==> src/rtl/fifo_pkg.sv <==
// Shared FIFO definitions used by both the read and write pointer controllers.
package fifo_pkg;

  localparam int ADDR_WIDTH_DEF = 3;

  // Binary to Gray conversion on a 32-bit container; callers truncate to
  // their own pointer width, which is safe because upper bits are zero.
  function automatic logic [31:0] bin2gray(input logic [31:0] b);
    return b ^ (b >> 1);
  endfunction

  // Gray to binary conversion: each binary bit is the XOR of all Gray bits
  // at or above its position.
  function automatic logic [31:0] gray2bin(input logic [31:0] g);
    logic [31:0] b;
    b = '0;
    for (int i = 0; i < 32; i++) begin
      b[i] = ^(g >> i);
    end
    return b;
  endfunction

endpackage

==> src/rtl/sync_2ff.sv <==
// Two-flop synchronizer for a multi-bit Gray-coded bus crossing clock domains.
// Only one bit changes per source update, so per-bit synchronization is safe.
module sync_2ff #(
  parameter int WIDTH = 1
) (
  input  logic             clk,
  input  logic             rst,
  input  logic [WIDTH-1:0] d,
  output logic [WIDTH-1:0] q
);

  logic [WIDTH-1:0] r_meta;
  logic [WIDTH-1:0] r_sync;

  // Two back-to-back capture stages; stage 1 may go metastable, stage 2 settles it.
  always_ff @(posedge clk or posedge rst) begin
    if (rst) begin
      r_meta <= '0;
      r_sync <= '0;
    end else begin
      r_meta <= d;
      r_sync <= r_meta;
    end
  end

  assign q = r_sync;

endmodule

==> src/rtl/read_fifo_ctrl.sv <==
// Read-side pointer controller of an asynchronous FIFO: owns the binary and
// Gray read pointers, the registered empty flag, the read-data-valid pulse
// for a 1-cycle synchronous memory, and a conservative occupancy count.
module read_fifo_ctrl
  import fifo_pkg::*;
#(
  parameter int ADDR_WIDTH = ADDR_WIDTH_DEF
) (
  input  logic                  r_clk_in,
  input  logic                  r_reset_in,
  input  logic                  r_request_in,
  input  logic [ADDR_WIDTH:0]   w_gray_ptr_in,
  output logic [ADDR_WIDTH-1:0] r_addr_out,
  output logic [ADDR_WIDTH:0]   r_gray_ptr_out,
  output logic                  ctrl_empty_out,
  output logic                  r_enable_out,
  output logic                  r_valid_out,
  output logic [ADDR_WIDTH:0]   r_count_out
);

  localparam int PTR_W = ADDR_WIDTH + 1;

  logic [PTR_W-1:0] r_bin;
  logic [PTR_W-1:0] r_gray;
  logic             r_empty;
  logic             r_valid;

  logic [PTR_W-1:0] w_gray_sync;
  logic [PTR_W-1:0] w_wbin_sync;
  logic [PTR_W-1:0] w_bin_next;
  logic [PTR_W-1:0] w_gray_next;
  logic             w_enable;

  // Write pointer is only ever consumed after two local flops.
  sync_2ff #(
    .WIDTH(PTR_W)
  ) u_wptr_sync (
    .clk (r_clk_in),
    .rst (r_reset_in),
    .d   (w_gray_ptr_in),
    .q   (w_gray_sync)
  );

  // A read is accepted only when the registered flag says data is present.
  assign w_enable = r_request_in & ~r_empty;

  // Next-pointer arithmetic; wraps naturally modulo 2**PTR_W.
  always_comb begin
    w_bin_next  = r_bin + {{ADDR_WIDTH{1'b0}}, w_enable};
    w_gray_next = PTR_W'(bin2gray(32'(w_bin_next)));
    w_wbin_sync = PTR_W'(gray2bin(32'(w_gray_sync)));
  end

  // Pointer, empty flag and valid-pulse registers; reset forces an empty FIFO
  // and kills any read-data-valid pulse already in flight.
  always_ff @(posedge r_clk_in or posedge r_reset_in) begin
    if (r_reset_in) begin
      r_bin   <= '0;
      r_gray  <= '0;
      r_empty <= 1'b1;
      r_valid <= 1'b0;
    end else begin
      r_bin   <= w_bin_next;
      r_gray  <= w_gray_next;
      // Comparing the post-read pointer lets empty assert on the same edge
      // that consumes the last entry.
      r_empty <= (w_gray_next == w_gray_sync);
      r_valid <= w_enable;
    end
  end

  assign r_addr_out     = r_bin[ADDR_WIDTH-1:0];
  assign r_gray_ptr_out = r_gray;
  assign ctrl_empty_out = r_empty;
  assign r_enable_out   = w_enable;
  assign r_valid_out    = r_valid;
  // Synced write pointer lags the true one, so this never over-reports.
  assign r_count_out    = w_wbin_sync - r_bin;

endmodule

==> config.mk <==
export PLATFORM = sky130hd
export DESIGN_NAME = read_fifo_ctrl
export DESIGN_NICKNAME = d
export VERILOG_FILES = /design/src/rtl/fifo_pkg.sv /design/src/rtl/sync_2ff.sv /design/src/rtl/read_fifo_ctrl.sv
export SDC_FILE = /design/constraint.sdc
export NUM_CORES = 1
export LEC_CHECK = 0
export ABC_AREA = 0
export CELL_PAD_IN_SITES_DETAIL_PLACEMENT = 0
export CELL_PAD_IN_SITES_GLOBAL_PLACEMENT = 2
export CORE_MARGIN = 3
export CORE_UTILIZATION = 32
export CTS_BUF_LIST = sky130_fd_sc_hd__clkbuf_4
export DETAILED_ROUTE_END_ITERATION = 7
export GPL_ROUTABILITY_DRIVEN = 0
export PLACE_DENSITY_LB_ADDON = 0.15
export SLEW_MARGIN = 20
export SYNTH_ARGS = -nofsm -noshare
export SYNTH_HDL_FRONTEND = slang
export SYNTH_HIERARCHICAL = 1
export SYNTH_SLANG_ARGS = --single-unit
==> constraint.sdc <==
create_clock -name r_clk_in -period 2.6 [get_ports r_clk_in]
set_clock_uncertainty 0.1 [all_clocks]
set_input_delay 0.52 -clock r_clk_in [delete_from_list [all_inputs] [get_ports r_clk_in]]
set_output_delay 0.52 -clock r_clk_in [all_outputs]
set_load 0.005 [all_outputs]
==> results.toml <==
[place]
placement.io_buffers = 20
dpl.hpwl_mm = 1.20

[worst_setup_path]
worstPathRequired_ns = 1.98
cp-start-kind = "flop"
end_kind = "primary output"
crit_fanout = 3
crit_arrival_ns = 2.10
path_class = "flop to primary output"

[synth]
netlist_area_um2 = 838
synthDistinctLibCells = 25
yosys.area.top_type = "dfrtp_1"
ys_async_sr_fraction = 1.00
yosysWarningCount = 6
syn_area_per_cell_um2 = 12.3
ys_seq_elements = 17
netlist.area_leader.share = 0.478
synth_edf_count = 0
synth_ff_type = "dfrtp_1"
ys_seq_area_frac = 0.509
synth_nets = 81
syn-instance-count = 68
synth_area_leaders = "dfrtp_1 (48%), xnor2_1 (9.4%), ha_1 (7.5%)"

[detailed_routing]
drt_iter0_drc = 2
routedWlPerCell_um = 11.4
drc = 0
vias_per_cell = 4.37
dr.pass1.iters = 2
drtAntennaViolNets = 0
routed_wl_mm = 1.46
vias = 559

[floorplanning]
start_util = 0.358
die_h_um = 57.2
core_um2 = 2340
die_area_um2 = 3270
rows = 17
dieWidth_um = 57.2
io_pins = 21

[power_and_ir_drop]
power_density_nw_per_um2 = 1090
p_total_mw = 1.27
ir_worst_vdd_mv = 0.638
p_leak_nw = 0.536

[sta]
max_freq_ghz = 0.368
final_hold_viol_count = 0
min_period_ns = 2.72
period_share = 1.05
slew_viol_final = 0
worstMarginPinSlew_ns = 0.354
slew_headroom = 0.764
fin_ws_ns = -0.120
setup_viol = 3
rsz0062_at_grt = "true"

[global_route]
overflow = 0
grt_use_total = 0.100
grt_pass1_vias = 543
grt_pass1_wl_mm = 2.49
antenna_found_initial = 0
grt_start_max_net_pins = 11

[cts]
h-tree-depth = 1
cts-root-buf = "clkbuf_4"
tritoncts = "yes"
cts_buffer_depth = 2
cts.sinks = 17
clk_latency_ns = 0.28
clk_pin_slew_ns = 0.09
tritoncts.num_buffers = 3
ctsHoldBuffers = 0

[hold_path]
hold_path.class = "flop to flop"

[outcome]
outcome = "finished, violations left"
violations = "negative setup slack"

[job]
drv_cap = 0

[cells_and_area]
area_growth_pct = 38.5
drive_gt1_frac = 0.280
antenna_cells = 0
utilization = 0.496
fin_nets = 114
-- power breakdown --
part | switching [mW] | internal (mW) | total (mW) | leakage, nW
Clock | 0.0763 | 0.0571 | 0.133 | 0.0177
Combinational | 0.323 | 0.417 | 0.740 | 0.321
Sequential | 0.0523 | 0.340 | 0.392 | 0.197
Total | 0.451 | 0.814 | 1.27 | 0.536
-- worst max-delay path, stage by stage, from the launching register on --
cell	delay [ns]
dfrtp_1	0.42
xor2_2	0.20
xnor2_2	0.19
xor2_1	0.17
ha_2	0.20
buf_4	0.10
inv_1	0.03
a21o_1	0.15
a21oi_2	0.13
xnor2_1	0.12
buf_2	0.12
-- metrics by stage --
stage	TNS [ns]	cells	hold slack [ns]	setup slack [ns]	cell area, um2
6_report	-0.248	128	0.255	-0.120	1160
5_1_grt	-0.695	128	0.261	-0.286	1160
4_1_cts	-0.457	129	0.256	-0.206	1150
3_5_place_dp	-0.623	120	0.235	-0.233	1100
3_3_place_gp	-0.535	120	0.234	-0.198	1100
2_1_floorplan	0	68	0.231	0.142	838
-- kinds of logic after synthesis --
logic type	after synthesis	synth area share
mux	1	0.0119
xor+xnor	15	0.175
buf+inv	11	0.0687
flops	17	0.509
simple gates	12	0.0926
compound gates	6	0.0448
fa+ha+maj	6	0.0985
-- path summary, 6_finish.rpt --
path	start	endpoint	slack, ns	depth (start not counted)
setup / recovery	u_wptr_sync/q[2]	r_count_out[3]	-0.12	10
hold / removal	u_wptr_sync/r_meta[3]	u_wptr_sync/q[3]	0.25	0
setup reg to reg	ctrl_empty_out	ctrl_empty_out	0.71	6
hold reg to reg	u_wptr_sync/r_meta[3]	u_wptr_sync/q[3]	0.25	0
max in group asynchronous	r_reset_in	ctrl_empty_out	1.68	2
min in group asynchronous	r_reset_in	u_wptr_sync/r_meta[2]	0.39	2
-- registers in the layout, summed over array words and instances, names as in the netlist --
signal              count
r_bin                   4
u_wptr_sync/q           4
u_wptr_sync/r_meta      4
r_gray_ptr_out          3
ctrl_empty_out          1
r_valid_out             1
-- cells in the mapped netlist (2+ instances only) --
cell type / number
inv_1: 8
buf_6: 2
dfrtp_1: 16
xor2_2: 2
ha_1: 5
a21oi_1: 2
xor2_1: 4
xnor2_1: 9
nand3_1: 2
nand2_1: 3
-- per-layer routing --
metal  global-route usage  vias up  wire [um]
met4               0.0397        0         27
met1                0.138      264        672
met2                0.150       14        685
met3               0.0271        4         77
li1                     -      277          -
met5                    0        -          0
-- layout by cell type (no fill, tap or decap), types with 2 or more instances in the layout --
master / n
clkdlybuf4s50_1: 16
dfrtp_1: 16
buf_4: 11
inv_1: 8
xnor2_1: 8
ha_1: 4
xor2_2: 3
xor2_1: 3
nand2_1: 3
clkbuf_4: 3
buf_2: 3
nand3_1: 2
-- repair_timing --
item,in CTS,in global routing
gates cloned,0,0
setup endpoints to repair,4,4
pin swaps,5,1
endpoints found under the hold margin,0,0
setup buffers,5,0
resized for setup,15,2
-- area by class of cell --
type                            instances  area (um2)
Clock buffer                            3        22.5
Clock inverter                          1        5.00
Fill cell                             238        1180
Inverter                                8        30.0
Multi-Input combinational cell         40         375
Sequential cell                        17         427
Tap cell                               28        35.0
Timing Repair Buffer                   31         267
Note: power is estimated with default switching activity, not from simulation.
